==> config.mk <==
export PLATFORM = sky130hd
export DESIGN_NAME = serial_bus_port_flat
export DESIGN_NICKNAME = d
export VERILOG_FILES = /design/src/rtl/serial_bus_port_if.sv /design/src/rtl/serial_bus_port.sv /design/src/flat_wrapper.sv
export SDC_FILE = /design/constraint.sdc
export NUM_CORES = 1
export LEC_CHECK = 0
export CAP_MARGIN = 40
export CORE_MARGIN = 1
export CORE_UTILIZATION = 50
export CTS_BUF_LIST = sky130_fd_sc_hd__clkbuf_8
export CTS_CLUSTER_DIAMETER = 30
export CTS_CLUSTER_SIZE = 28
export DETAILED_ROUTE_END_ITERATION = 16
export HOLD_SLACK_MARGIN = 0.1
export PLACE_DENSITY = 0.88
export SLEW_MARGIN = 0
export SYNTH_ARGS = -nofsm -noshare
export SYNTH_HDL_FRONTEND = slang
export SYNTH_SLANG_ARGS = --single-unit
export TNS_END_PERCENT = 5
==> constraint.sdc <==
create_clock -name clk -period 5 [get_ports clk]
set_input_delay 0.5 -clock clk [delete_from_list [all_inputs] [get_ports clk]]
set_output_delay 0.5 -clock clk [all_outputs]
set_load 0.005 [all_outputs]
==> src/rtl/serial_bus_port_if.sv <==
// Bus bundle for serial_bus_port: transmit channels, the narrow Arduino
// byte bus in both directions, and the receive-side valid/ready hand-off.
interface serial_bus_port_if #(
  parameter int DATA_W = 16,
  parameter int BUS_W  = 8,
  parameter int N_CH   = 3
);
  logic [N_CH-1:0]        tx_req;
  logic [N_CH*DATA_W-1:0] tx_data;
  logic [N_CH-1:0]        tx_ack;
  logic                   ard_receive_ready;
  logic [BUS_W-1:0]       out_bus;
  logic [N_CH-1:0]        bus_sel;
  logic                   tx_busy;
  logic                   ard_data_ready;
  logic [BUS_W-1:0]       in_bus;
  logic [DATA_W-1:0]      rx_data;
  logic                   rx_valid;
  logic                   rx_ready;
  logic                   rx_overrun;

  // The port block itself
  modport slave (
    input  tx_req, tx_data, ard_receive_ready, ard_data_ready, in_bus, rx_ready,
    output tx_ack, out_bus, bus_sel, tx_busy, rx_data, rx_valid, rx_overrun
  );

  // Core datapath / Arduino side
  modport master (
    output tx_req, tx_data, ard_receive_ready, ard_data_ready, in_bus, rx_ready,
    input  tx_ack, out_bus, bus_sel, tx_busy, rx_data, rx_valid, rx_overrun
  );
endinterface

==> src/rtl/serial_bus_port.sv <==
// N-channel serializer/deserializer between wide core words and the narrow
// Arduino byte bus. Transmit side: round-robin arbiter feeding a shift
// register, MSB beat first, with a one-cycle ack per word. Receive side:
// beat assembler with valid/ready hand-off and a sticky overrun flag.
module serial_bus_port #(
  parameter int DATA_W = 16,
  parameter int BUS_W  = 8,
  parameter int N_CH   = 3
) (
  input  logic               clk,
  input  logic               rst,
  input  logic               flush,
  serial_bus_port_if.slave   bus
);

  localparam int BEATS = DATA_W / BUS_W;
  localparam int CH_W  = (N_CH > 1) ? $clog2(N_CH) : 1;
  localparam int CNT_W = (BEATS > 1) ? $clog2(BEATS) : 1;

  if ((DATA_W % BUS_W) != 0 || DATA_W < BUS_W) begin : g_bad_width
    $error("serial_bus_port: DATA_W must be a non-zero multiple of BUS_W");
  end
  if (N_CH < 1) begin : g_bad_nch
    $error("serial_bus_port: N_CH must be at least 1");
  end

  typedef enum logic [1:0] {IDLE, SEND, ACK} tx_state_t;

  // ---------------------------------------------------------------------
  // Transmit path
  // ---------------------------------------------------------------------
  tx_state_t         state_reg, state_next;
  logic [DATA_W-1:0] shift_reg, shift_next;
  logic [CNT_W-1:0]  beat_reg, beat_next;
  logic [CH_W-1:0]   last_grant_reg, last_grant_next;

  logic [DATA_W-1:0] ch_word [N_CH];
  logic [N_CH-1:0]   grant_onehot;
  logic              grant_found;
  logic [CH_W-1:0]   grant_idx;
  logic [CH_W-1:0]   cand;

  logic [BUS_W-1:0]  tx_out_bus;
  logic [N_CH-1:0]   tx_bus_sel;
  logic [N_CH-1:0]   tx_ack_pulse;
  logic              tx_busy_flag;

  // Split the flat channel vector into words; last_grant doubles as the
  // owner of the word in flight, so its one-hot drives bus_sel and tx_ack.
  for (genvar gi = 0; gi < N_CH; gi++) begin : g_ch
    assign ch_word[gi]      = bus.tx_data[gi*DATA_W +: DATA_W];
    assign grant_onehot[gi] = (last_grant_reg == CH_W'(gi));
  end

  // Round-robin search: first requester strictly after last_grant, wrapping
  always_comb begin
    grant_found = 1'b0;
    grant_idx   = last_grant_reg;
    cand        = last_grant_reg;
    for (int i = 1; i <= N_CH; i++) begin
      cand = CH_W'((int'(last_grant_reg) + i) % N_CH);
      if (!grant_found && bus.tx_req[cand]) begin
        grant_found = 1'b1;
        grant_idx   = cand;
      end
    end
  end

  // TX next-state and bus outputs; outputs depend on state only so the
  // Arduino sees a stable beat for as long as it stalls
  always_comb begin
    state_next      = state_reg;
    shift_next      = shift_reg;
    beat_next       = beat_reg;
    last_grant_next = last_grant_reg;
    tx_out_bus      = '0;
    tx_bus_sel      = '0;
    tx_ack_pulse    = '0;
    tx_busy_flag    = 1'b0;

    case (state_reg)
      IDLE: begin
        if (grant_found) begin
          shift_next      = ch_word[grant_idx];
          last_grant_next = grant_idx;
          beat_next       = '0;
          state_next      = SEND;
        end
      end
      SEND: begin
        tx_out_bus   = shift_reg[DATA_W-1 -: BUS_W];
        tx_bus_sel   = grant_onehot;
        tx_busy_flag = 1'b1;
        if (bus.ard_receive_ready) begin
          if (beat_reg == CNT_W'(BEATS-1)) begin
            state_next = ACK;
          end else begin
            shift_next = shift_reg << BUS_W;
            beat_next  = beat_reg + CNT_W'(1);
          end
        end
      end
      ACK: begin
        tx_ack_pulse = grant_onehot;
        tx_busy_flag = 1'b1;
        state_next   = IDLE;
      end
      default: begin
        state_next = IDLE;
      end
    endcase

    // Abort wins over everything; last_grant is kept so a lingering
    // request is re-arbitrated from the following channel.
    if (flush) begin
      state_next      = IDLE;
      shift_next      = shift_reg;
      beat_next       = '0;
      last_grant_next = last_grant_reg;
    end
  end

  // TX state register; reset points last_grant at the top channel so
  // channel 0 is the first to win
  always_ff @(posedge clk or negedge rst) begin
    if (!rst) begin
      state_reg      <= IDLE;
      shift_reg      <= '0;
      beat_reg       <= '0;
      last_grant_reg <= CH_W'(N_CH-1);
    end else begin
      state_reg      <= state_next;
      shift_reg      <= shift_next;
      beat_reg       <= beat_next;
      last_grant_reg <= last_grant_next;
    end
  end

  assign bus.out_bus = tx_out_bus;
  assign bus.bus_sel = tx_bus_sel;
  assign bus.tx_ack  = tx_ack_pulse;
  assign bus.tx_busy = tx_busy_flag;

  // ---------------------------------------------------------------------
  // Receive path
  // ---------------------------------------------------------------------
  logic [CNT_W-1:0]  rx_cnt_reg;
  logic [DATA_W-1:0] rx_data_reg;
  logic              rx_valid_reg;
  logic              rx_overrun_reg;
  logic [DATA_W-1:0] rx_word;
  logic              rx_done;
  logic              rx_take;

  if (BEATS == 1) begin : g_rx_single
    // Every beat is a whole word
    assign rx_word = bus.in_bus;
  end else begin : g_rx_multi
    // Only the earlier beats need storage; the final beat comes straight
    // from in_bus into the delivered word.
    logic [DATA_W-BUS_W-1:0] rx_shift_reg;

    // Shift in beats, first beat ending up as the MSB of the word
    always_ff @(posedge clk or negedge rst) begin
      if (!rst) begin
        rx_shift_reg <= '0;
      end else if (bus.ard_data_ready && !flush) begin
        rx_shift_reg <= rx_word[DATA_W-BUS_W-1:0];
      end
    end

    assign rx_word = {rx_shift_reg, bus.in_bus};
  end

  assign rx_done = bus.ard_data_ready && (rx_cnt_reg == CNT_W'(BEATS-1));
  assign rx_take = rx_valid_reg && bus.rx_ready;

  // Beat counting and word hand-off; a completed word is dropped (and the
  // overrun flag latched) only if the previous one is still unconsumed
  always_ff @(posedge clk or negedge rst) begin
    if (!rst) begin
      rx_cnt_reg     <= '0;
      rx_data_reg    <= '0;
      rx_valid_reg   <= 1'b0;
      rx_overrun_reg <= 1'b0;
    end else if (flush) begin
      rx_cnt_reg     <= '0;
      rx_valid_reg   <= 1'b0;
      rx_overrun_reg <= 1'b0;
    end else begin
      if (bus.ard_data_ready) begin
        rx_cnt_reg <= rx_done ? '0 : rx_cnt_reg + CNT_W'(1);
      end
      if (rx_done) begin
        if (!rx_valid_reg || rx_take) begin
          rx_data_reg  <= rx_word;
          rx_valid_reg <= 1'b1;
        end else begin
          rx_overrun_reg <= 1'b1;
        end
      end else if (rx_take) begin
        rx_valid_reg <= 1'b0;
      end
    end
  end

  assign bus.rx_data    = rx_data_reg;
  assign bus.rx_valid   = rx_valid_reg;
  assign bus.rx_overrun = rx_overrun_reg;

endmodule

==> src/flat_wrapper.sv <==
// flat-port wrapper written by rule: the top's interface ports become plain ports
module serial_bus_port_flat 
#(
  parameter int DATA_W = 16,
  parameter int BUS_W  = 8,
  parameter int N_CH   = 3
)
  (clk, rst, flush, bus_tx_req, bus_tx_data, bus_ard_receive_ready, bus_ard_data_ready, bus_in_bus, bus_rx_ready, bus_tx_ack, bus_out_bus, bus_bus_sel, bus_tx_busy, bus_rx_data, bus_rx_valid, bus_rx_overrun);
  serial_bus_port_if #(.DATA_W(DATA_W), .BUS_W(BUS_W), .N_CH(N_CH)) bus_i ();
  input  logic clk;
  input  logic rst;
  input  logic flush;
  input wire logic [$bits(bus_i.tx_req)-1:0] bus_tx_req;
  input wire logic [$bits(bus_i.tx_data)-1:0] bus_tx_data;
  input wire logic [$bits(bus_i.ard_receive_ready)-1:0] bus_ard_receive_ready;
  input wire logic [$bits(bus_i.ard_data_ready)-1:0] bus_ard_data_ready;
  input wire logic [$bits(bus_i.in_bus)-1:0] bus_in_bus;
  input wire logic [$bits(bus_i.rx_ready)-1:0] bus_rx_ready;
  output wire logic [$bits(bus_i.tx_ack)-1:0] bus_tx_ack;
  output wire logic [$bits(bus_i.out_bus)-1:0] bus_out_bus;
  output wire logic [$bits(bus_i.bus_sel)-1:0] bus_bus_sel;
  output wire logic [$bits(bus_i.tx_busy)-1:0] bus_tx_busy;
  output wire logic [$bits(bus_i.rx_data)-1:0] bus_rx_data;
  output wire logic [$bits(bus_i.rx_valid)-1:0] bus_rx_valid;
  output wire logic [$bits(bus_i.rx_overrun)-1:0] bus_rx_overrun;
  assign bus_i.tx_req = bus_tx_req;
  assign bus_i.tx_data = bus_tx_data;
  assign bus_i.ard_receive_ready = bus_ard_receive_ready;
  assign bus_i.ard_data_ready = bus_ard_data_ready;
  assign bus_i.in_bus = bus_in_bus;
  assign bus_i.rx_ready = bus_rx_ready;
  assign bus_tx_ack = bus_i.tx_ack;
  assign bus_out_bus = bus_i.out_bus;
  assign bus_bus_sel = bus_i.bus_sel;
  assign bus_tx_busy = bus_i.tx_busy;
  assign bus_rx_data = bus_i.rx_data;
  assign bus_rx_valid = bus_i.rx_valid;
  assign bus_rx_overrun = bus_i.rx_overrun;
  serial_bus_port #(.DATA_W(DATA_W), .BUS_W(BUS_W), .N_CH(N_CH)) u_core (.clk(clk), .rst(rst), .flush(flush), .bus(bus_i));
endmodule
==> flow_summary.yaml, run 1 <==
synth:
  postSynthCellCount: 247
  area_of_the_mapped_netlist_um2: 2750
  synth_async_sr_flop_share_pct: 100
  synth_seq_cells: 48
  synth-edff-count: 0
  synth.top_cells.by_area: "dfrtp_1 43%, mux2_2 10%, mux2i_1 7.6%"
  synth_top_cell_area_share_pct: 42.7
  synthDistinctLibCells: 43
  synth_sequential_area_ratio_pct: 43.7
  synthesized_net_count: 321
  synth_top_cell_by_area: "dfrtp_1"
  synth-main-ff-cell: "dfrtp_1"
  yosysWarnings: 0
  mean_instance_size_in_the_synthesized_netlist_um2: 11.1
min_path:
  min_delay_path_depth: 2
  endpoint_of_the_worst_hold_path: "u_core.shift_reg[2]$_DFFE_PN0P_"
  hold_removal_path_class: "register to register"
  worstHoldStart: "u_core.shift_reg[2]$_DFFE_PN0P_"
placed_design:
  gpl_wtd_cong: 0.867
  placed_cells: 403
  placed_cell_area_um2: 3770
  numPortBuffers: 97
  dp.final_hpwl_um: 4960
clock_network:
  cts.repair_timing.setup_buffer_count: 0
  clk_latency_ns: 0.30
  cts_buffer_depth: 2
  cts_resized: 0
  cts_sinks: 48
  cts_root_buffer: "clkbuf_8"
  cts.reportedPaths.clkPinSlew_ns: 0.09
  tritoncts_clock_tree: "yes"
  cts_htree_levels: 2
  cts-hold-fix-buffers: 1
  cts_made_buffers: 5
global_routing:
  grt_antenna_before_repair: 0
  globalRouteOverflowTotal: 0
  global_route_wire_length_before_repair_um: 11300
  grt_usage_pct: 24.0
  first_global_vias: 2348
  maximum_number_of_pins_on_one_net_before_global_route_repair: 36
sta:
  rsz0062_at_grt: "no"
  max_clock_freq_mhz: 329
  period_needed_ns: 3.04
  tns_ns: 0
  timing.max_slew.rel_slack_pct: 44.3
  slew_violations: 0
  timing_worst_slew_pin_value_ns: 0.835
  report.final.setup_viol: 0
  final-hold-violation-count: 0
  min_period_over_period_pct: 60.8
  fin_worst_skew_ns: 0.0147
power:
  design_power_total_uw: 2270
  vdd_ir_drop_max_uv: 364
  p_leak_uw: 0.00158
  power_per_cell_area_nw_per_um2: 579
setup_path:
  cp.buffers_inverters: 1
  crit_type: "register to register"
  crit_path_start_kind: "register"
  rr_endpoint: "u_core.shift_reg[6]$_DFFE_PN0P_"
  critPathArrivalTime_ns: 3.22
  cpMostUsedCell: "o21ai_1"
  worst_path_dominant_cell_family: "simple AND/OR/NAND/NOR gates"
  worst_path_max_delay_cell: "dfstp_2"
  critical_path_required_ns: 5.18
  setup.worst_path.end_class: "register"
  cp_max_fo: 18
  ff2ff_setup_slack_ns: 1.96
  worstReg2RegStart: "u_core.last_grant_reg[1]$_DFFE_PN1P_"
  cp_cell_sequence: "inv_1 -> ha_1 -> mux2i_1 -> o21ai_1 -> o31ai_1 -> or2_1 -> nand2b_1 -> o21ai_1"
  reg2reg_depth: 8
  critical_path_s_largest_stage_delay_ns: 0.55
floorplan:
  die_width_um: 76.2
  num_io_pins: 98
  vert_die_dim_um: 76.2
  starting_utilization_of_the_core_area_pct: 52.9
  row_count: 26
  floorplan.die_area_um2: 5810
  core_area_um2: 5200
routing:
  drc_errors: 0
  detailroute.wirelength.met3_um: 405
  drt-wirelength-per-cell_um: 16.1
  drt_pass1_iterations: 4
  vias: 2297
  route.final.wire_length_um: 6620
  routed-wl-met2_um: 3140
  final_antenna_net_count: 0
  drt-initial-drc-count: 119
  via_per_inst: 5.58
  dr.max_layer_used: "met4"
  met1Wirelength_um: 3000
flow_run:
  maxCapViolCount: 0
cells_and_area:
  final_layout_size_suffix_gt1_share_pct: 13.2
  layout.cell_area.non_filler_um2: 3910
  nNetsFinal: 415
  areaGrowthSynthToFinish_pct: 42.2
  stdcell_count: 412
  num_antenna_cells: 0
outcome:
  run_status: "finished clean"
-- worst min-delay path: stages, from the launching register on --
cell and delay (ns):
dfrtp_1 0.35, a32oi_1 0.06, o21ai_1 0.07
-- metrics by stage --
step                      setup slack, ns  util, %  hold WS, ns
after CTS                            1.98     75.2        0.506
after global placement               1.85     71.8        0.472
after floorplan                      2.51        -        0.204
final                                1.96     75.2        0.504
after global routing                 1.72     75.2        0.525
after detailed placement             1.71     72.4        0.424
-- cells by family after synthesis --
| logic type | share of synthesized area [%] |
|---|---|
| and+or+nand+nor | 14.9 |
| AOI/OAI and AO/OA | 15.8 |
| DFF | 43.7 |
| muxes | 17.9 |
| buffers and inverters | 3.41 |
| adders and majority gates | 4.09 |
| xor gates and xnor gates | 0.318 |
-- power by group --
| part | leakage, µW | switching, µW | internal, µW |
|---|---|---|---|
| combinational | 0.000927 | 685 | 634 |
| sequential | 0.000582 | 83.0 | 531 |
| clock | 0.0000687 | 132 | 201 |
| total | 0.00158 | 899 | 1370 |
-- cell usage in the layout, fill, tap and decap left out, types with 4 or more instances in the layout --
cell type / netlist / routed
nor2_1: 9 / 9
dfrtp_1: 47 / 47
clkdlybuf4s50_1: 0 / 96
nand2_1: 5 / 5
a31oi_1: 16 / 16
a21oi_1: 4 / 4
clkbuf_8: 0 / 5
ha_1: 9 / 9
inv_1: 7 / 7
mux2i_1: 21 / 21
nand3b_1: 10 / 10
nand3_1: 10 / 10
mux2_2: 25 / 25
nand2b_1: 12 / 12
and2_1: 14 / 14
a32oi_1: 9 / 9
o21ai_1: 9 / 9
-- cell usage after synthesis, drive strengths merged, types with 7 or more instances --
cell type	count
o21ai	11
dfrtp	47
nand3	10
inv	7
buf	7
nand2b	12
ha	9
a32oi	10
mux2	25
a31oi	16
and2	14
mux2i	21
nand3b	10
nor2	9
-- worst max-delay path by stage --
stage                                               from                            endpoint  slack, ns  depth (start not counted)
global placement                                   flush  u_core.bus.rx_data[14]$_DFFE_PN0P_       1.85                          4
floorplan           u_core.last_grant_reg[1]$_DFFE_PN1P_     u_core.shift_reg[4]$_DFFE_PN0P_       2.51                         10
finish              u_core.last_grant_reg[1]$_DFFE_PN1P_     u_core.shift_reg[6]$_DFFE_PN0P_       1.96                          8
detailed placement                                 flush  u_core.bus.rx_data[14]$_DFFE_PN0P_       1.71                          4
global route        u_core.last_grant_reg[1]$_DFFE_PN1P_     u_core.shift_reg[7]$_DFFE_PN0P_       1.72                          8
CTS                 u_core.last_grant_reg[1]$_DFFE_PN1P_     u_core.shift_reg[6]$_DFFE_PN0P_       1.98                          8
-- metal layers --
layer / vias up / GRT usage, %
li1: 1097 / -
met1: 1100 / 32.6
met2: 91 / 39.3
met3: 9 / 4.91
met4: 0 / 6.15
met5: - / 0
-- final cells by class --
| cell class | instances | area, µm² |
|---|---|---|
| Timing Repair Buffer | 100 | 1000 |
| Sequential cell | 48 | 1200 |
| Clock inverter | 3 | 68.8 |
| Fill cell | 378 | 1290 |
| Multi-Input combinational cell | 179 | 1460 |
| Clock buffer | 5 | 68.8 |
| Inverter | 7 | 26.3 |
| Tap cell | 70 | 87.6 |
Power figures use the tool's default switching activity.
==> run 2: changes to the inputs <==
--- a/config.mk
+++ b/config.mk
@@ -7,13 +7,13 @@
 export LEC_CHECK = 0
 export CAP_MARGIN = 40
 export CORE_MARGIN = 1
-export CORE_UTILIZATION = 50
+export CORE_UTILIZATION = 42
 export CTS_BUF_LIST = sky130_fd_sc_hd__clkbuf_8
 export CTS_CLUSTER_DIAMETER = 30
 export CTS_CLUSTER_SIZE = 28
 export DETAILED_ROUTE_END_ITERATION = 16
 export HOLD_SLACK_MARGIN = 0.1
-export PLACE_DENSITY = 0.88
+export PLACE_DENSITY = 0.79
 export SLEW_MARGIN = 0
 export SYNTH_ARGS = -nofsm -noshare
 export SYNTH_HDL_FRONTEND = slang
==> constraint.sdc (replaced) <==
create_clock -name clk -period 2.6 [get_ports clk]
set_input_delay 0.26 -clock clk [delete_from_list [all_inputs] [get_ports clk]]
set_output_delay 0.26 -clock clk [all_outputs]
set_load 0.005 [all_outputs]
==> flow_summary.yaml, run 2 (synthesis gave the netlist of run 1 again) <==
setup_path:
  crit_path_start_kind: "register"
  critPathArrivalTime_ns: 2.69
  setup.worst_path.end_class: "register"
  critical_path_required_ns: 2.77
  crit_type: "register to register"
  cp_max_fo: 8
cells_and_area:
  stdcell_count: 436
  most-common-layout-cells: "96 x clkdlybuf4s50_1, 47 x dfrtp_1, 25 x mux2_2"
  nNetsFinal: 433
  layout_commonest_cell: "clkdlybuf4s50_1"
  num_antenna_cells: 0
  final.fill_count: 506
  final_layout_size_suffix_gt1_share_pct: 19.5
  areaGrowthSynthToFinish_pct: 47.9
flow_run:
  maxCapViolCount: 0
clock_network:
  clk_latency_ns: 0.29
  cts_htree_levels: 2
  cts.reportedPaths.clkPinSlew_ns: 0.08
  cts_buffer_depth: 2
  cts_sinks: 48
  tritoncts_clock_tree: "yes"
  cts_made_buffers: 5
  cts_root_buffer: "clkbuf_8"
global_routing:
  grt_antenna_before_repair: 0
  global_route_wire_length_before_repair_um: 11400
  first_global_vias: 2459
  globalRouteOverflowTotal: 0
  grt_usage_pct: 20.4
  maximum_number_of_pins_on_one_net_before_global_route_repair: 26
sta:
  fin_ws_ns: 0.0849
  slew_violations: 0
  timing.max_slew.rel_slack_pct: 60.8
  min_period_over_period_pct: 96.7
  timing_worst_slew_pin_value_ns: 0.586
  fin_hold_ws_ns: 0.502
  fin_worst_skew_ns: 0.00525
  final-hold-violation-count: 0
  report.final.setup_viol: 0
  period_needed_ns: 2.52
  max_clock_freq_mhz: 398
floorplan:
  num_io_pins: 98
  core_area_um2: 6350
  die_width_um: 83.0
  floorplan.die_area_um2: 6880
  vert_die_dim_um: 83.0
  row_count: 29
  starting_utilization_of_the_core_area_pct: 43.3
min_path:
  hold_removal_path_class: "primary input to async pin"
routing:
  via_per_inst: 5.43
  drt-initial-drc-count: 119
  final_antenna_net_count: 0
  route.final.wire_length_um: 6810
  vias: 2368
  drt_pass1_iterations: 6
  drc_errors: 0
  drt-wirelength-per-cell_um: 15.6
placed_design:
  numPortBuffers: 97
  placed_cells: 426
  dp.final_hpwl_um: 5190
  pre_cts_slack_ns: -0.0766
  gpl_wtd_cong: 0.829
power:
  vdd_ir_drop_max_uv: 964
  p_leak_uw: 0.00165
  power_per_cell_area_nw_per_um2: 1120
outcome:
  run_status: "finished clean"
[run 2: area by class of cell]
class	count	area [µm²]	share of cell area (%)
Clock inverter	2	12.5	0.307
Clock buffer	5	68.8	1.69
Sequential cell	48	1200	29.5
Tap cell	77	96.3	2.37
Inverter	7	26.3	0.645
Timing Repair Buffer	118	1170	28.8
Multi-Input combinational cell	179	1490	36.7
[run 2: critical path, cell delays in order (launching register included)]
cell	delay, ns
dfstp_2	0.55
inv_2	0.07
ha_4	0.28
mux2i_1	0.14
o21ai_1	0.22
buf_4	0.17
nor3_4	0.04
buf_4	0.15
a221o_1	0.46
a32oi_1	0.23
o21ai_1	0.09
[run 2: layer usage]
metal	share of wire [%]	track usage (%)	wire, µm
met5	0	0	0
met4	0.53	4.23	36
met3	8.9	7.46	603
met2	48	33.8	3280
met1	42	25.7	2890
[run 2: power breakdown]
group          switching (µW)  internal [µW]
clock                     232            182
sequential                150           1020
combinational            1420           1550
total                    1800           2750
[run 2: path summary, 6_finish.rpt]
path                                                          startpoint  cells after the start                                             to  slack [ns]
setup / recovery                    u_core.last_grant_reg[1]$_DFFE_PN1P_                     10                u_core.shift_reg[3]$_DFFE_PN0P_        0.08
hold / removal                                                       rst                      2              u_core.bus.rx_data[6]$_DFFE_PN0P_        0.50
setup reg to reg                    u_core.last_grant_reg[1]$_DFFE_PN1P_                     10                u_core.shift_reg[3]$_DFFE_PN0P_        0.08
hold reg to reg            u_core.g_rx_multi.rx_shift_reg[0]$_DFFE_PN0P_                      1  u_core.g_rx_multi.rx_shift_reg[0]$_DFFE_PN0P_        0.51
max in group asynchronous                                            rst                      3           u_core.last_grant_reg[1]$_DFFE_PN1P_        1.49
min in group clk           u_core.g_rx_multi.rx_shift_reg[0]$_DFFE_PN0P_                      1  u_core.g_rx_multi.rx_shift_reg[0]$_DFFE_PN0P_        0.51
[run 2: what timing repair did]
action	in CTS	in global routing
endpoints found under the setup margin	12	20
gates resized for setup	3	7
buffers inserted	0	2
endpoints found under the hold margin	23	0
cloned	0	0
pin swaps	1	4
hold buffers	1	0
[run 2: metrics by stage]
stage	instance area (µm²)	total power, µW	TNS [ns]	util (%)
finish	4070	4550	0	64.1
global route	4070	4900	-0.000196	64.1
CTS	4030	4480	0	63.5
detailed placement	3930	4020	-0.530	61.9
global placement	3890	3930	-0.235	61.3
floorplan	2750	2950	0	-
==> run 3: changes to the inputs <==
--- a/config.mk
+++ b/config.mk
@@ -7,13 +7,12 @@
 export LEC_CHECK = 0
 export CAP_MARGIN = 40
 export CORE_MARGIN = 1
-export CORE_UTILIZATION = 42
-export CTS_BUF_LIST = sky130_fd_sc_hd__clkbuf_8
+export CORE_UTILIZATION = 41
 export CTS_CLUSTER_DIAMETER = 30
 export CTS_CLUSTER_SIZE = 28
 export DETAILED_ROUTE_END_ITERATION = 16
 export HOLD_SLACK_MARGIN = 0.1
-export PLACE_DENSITY = 0.79
+export PLACE_DENSITY = 0.77
 export SLEW_MARGIN = 0
 export SYNTH_ARGS = -nofsm -noshare
 export SYNTH_HDL_FRONTEND = slang
==> flow_summary.yaml, run 3 (synthesis gave the netlist of run 1 again) <==
outcome:
  run_status: "finished, violations left"
  violated_checks: "design-rule violations"
floorplan:
  die_width_um: 83.9
  num_io_pins: 98
  starting_utilization_of_the_core_area_pct: 42.9
  core_area_um2: 6420
  vert_die_dim_um: 83.9
  floorplan.die_area_um2: 7050
  row_count: 29
setup_path:
  reg2reg_depth: 10
  cp.buffers_inverters: 3
  worstReg2RegStart: "u_core.last_grant_reg[1]$_DFFE_PN1P_"
  critPathArrivalTime_ns: 2.74
  rr_endpoint: "u_core.shift_reg[5]$_DFFE_PN0P_"
  crit_type: "register to register"
  worst_path_max_delay_cell: "dfstp_2"
  crit_path_start_kind: "register"
  worst_path_dominant_cell_family: "compound AO/OA/AOI/OAI gates"
  worstSetupPathDepth: 10
  setup.worst_path.end_class: "register"
  critical_path_required_ns: 2.78
  ff2ff_setup_slack_ns: 0.04
  cp_cell_sequence: "inv_1 -> ha_4 -> mux2i_4 -> buf_4 -> o21a_1 -> o221ai_2 -> a32oi_4 -> clkbuf_16 -> mux2i_1 -> o21ai_1"
  critical_path_s_largest_stage_delay_ns: 0.55
  cp_max_fo: 8
  endpoint_of_the_worst_setup_timing_path: "u_core.shift_reg[5]$_DFFE_PN0P_"
  critPathLaunch: "u_core.last_grant_reg[1]$_DFFE_PN1P_"
routing:
  route.final.wire_length_um: 7230
  final_antenna_net_count: 0
  drt-wirelength-per-cell_um: 16.6
  drc_errors: 12
  drt_pass1_iterations: 12
  via_per_inst: 5.58
  drt-initial-drc-count: 147
  vias: 2438
sta:
  fin_worst_skew_ns: 0.00643
  min_period_over_period_pct: 98.6
  slew_violations: 0
  timing.max_slew.rel_slack_pct: 58.3
  rsz0062_at_grt: "yes"
  timing_worst_slew_pin_value_ns: 0.626
  final-hold-violation-count: 0
  period_needed_ns: 2.56
  max_clock_freq_mhz: 390
  report.final.setup_viol: 0
  fin_ws_ns: 0.0355
global_routing:
  grt_usage_pct: 20.2
  maximum_number_of_pins_on_one_net_before_global_route_repair: 26
  global_route_wire_length_before_repair_um: 11600
  globalRouteOverflowTotal: 0
  grt_antenna_before_repair: 0
  first_global_vias: 2417
placed_design:
  pre_cts_slack_ns: -0.143
  dp.final_hpwl_um: 5190
  numPortBuffers: 97
  gpl_wtd_cong: 0.900
clock_network:
  cts_buffer_depth: 2
  cts.reportedPaths.clkPinSlew_ns: 0.09
  cts_sinks: 48
  cts_htree_levels: 2
  cts_root_buffer: "clkbuf_8"
  tritoncts_clock_tree: "yes"
  clk_latency_ns: 0.29
  cts_made_buffers: 5
flow_run:
  maxCapViolCount: 0
power:
  vdd_ir_drop_max_uv: 575
  power_per_cell_area_nw_per_um2: 1200
  p_leak_uw: 0.00170
cells_and_area:
  most-common-layout-cells: "96 x clkdlybuf4s50_1, 47 x dfrtp_1, 25 x mux2_2"
  final_layout_size_suffix_gt1_share_pct: 21.4
  num_antenna_cells: 0
  areaGrowthSynthToFinish_pct: 53.9
  final.fill_count: 509
  nNetsFinal: 434
  postLayoutCoreUtil_pct: 65.9
  layout_commonest_cell: "clkdlybuf4s50_1"
min_path:
  hold_removal_path_class: "register to register"
run 3: cell count changes in the layout (fill, tap and decap cells not counted), moves of 2 or more:
| cell | before | now |
|---|---|---|
| clkbuf_16 | 0 | 2 |
| mux2i_1 | 20 | 16 |
| ha_1 | 8 | 6 |
| mux2i_2 | 1 | 4 |
| bufinv_16 | 0 | 2 |
run 3: what timing repair did:
action / CTS / global route
gates cloned: 0 / 2
resized for setup: 3 / 18
hold endpoints to repair: 24 / 0
hold buffers: 1 / 0
buffers inserted: 0 / 1
pin swaps: 0 / 4
endpoints found under the setup margin: 10 / 21
run 3: per-layer routing:
| metal | up-vias | track usage, % | routed length, µm |
|---|---|---|---|
| met5 | - | 0 | 0 |
| met4 | 0 | 3.29 | 61 |
| met3 | 10 | 6.73 | 774 |
| met2 | 125 | 34.4 | 3540 |
| met1 | 1158 | 25.4 | 2860 |
| li1 | 1145 | - | - |
run 3: worst min path at each step:
stage | end | slack, ns | depth (start not counted) | start
6_report | u_core.g_rx_multi.rx_shift_reg[5]$_DFFE_PN0P_ | 0.51 | 1 | u_core.g_rx_multi.rx_shift_reg[5]$_DFFE_PN0P_
5_1_grt | u_core.g_rx_multi.rx_shift_reg[0]$_DFFE_PN0P_ | 0.52 | 1 | u_core.g_rx_multi.rx_shift_reg[0]$_DFFE_PN0P_
4_1_cts | u_core.bus.rx_data[15]$_DFFE_PN0P_ | 0.51 | 2 | rst
3_5_place_dp | u_core.bus.rx_data[7]$_DFFE_PN0P_ | 0.30 | 1 | rst
3_3_place_gp | u_core.shift_reg[1]$_DFFE_PN0P_ | 0.47 | 2 | u_core.shift_reg[1]$_DFFE_PN0P_
2_1_floorplan | u_core.beat_reg$_DFFE_PN0P_ | -0.04 | 0 | rst
run 3: layout make-up:
cell class	instances	area [µm²]	area share, %
clock buffers	5	68.8	1.62
clock inverters	2	60.1	1.42
inverters	7	26.3	0.620
multi-input cells	179	1570	37.0
flip-flops and latches	48	1200	28.4
well taps	77	96.3	2.27
repair buffers	119	1210	28.7
run 3: per-stage QoR:
step	setup TNS [ns]	area [µm²]	hold WS (ns)	total power [µW]	cells
2_1_floorplan	0	2750	-0.0356	2950	247
6_report	0	4240	0.507	5070	437
5_1_grt	-0.502	4240	0.522	5380	437
3_3_place_gp	-0.158	3900	0.474	3880	425
4_1_cts	0	4080	0.510	4640	434
3_5_place_dp	-1.05	3930	0.304	3970	426
run 3: worst register-to-register path, delay by kind of cell, from the launching register on:
| family | cells | cell delay, ns |
|---|---|---|
| buffers and inverters | 3 | 0.45 |
| multiplexers | 2 | 0.45 |
| adder cells (fa/ha/maj) | 1 | 0.33 |
| flip-flops | 1 | 0.55 |
| AO/OA/AOI/OAI | 4 | 0.66 |
run 3: where the power goes:
part           internal, µW  switching [µW]
clock network           379             244
registers              1020             144
logic                  1720            1550
total                  3120            1940
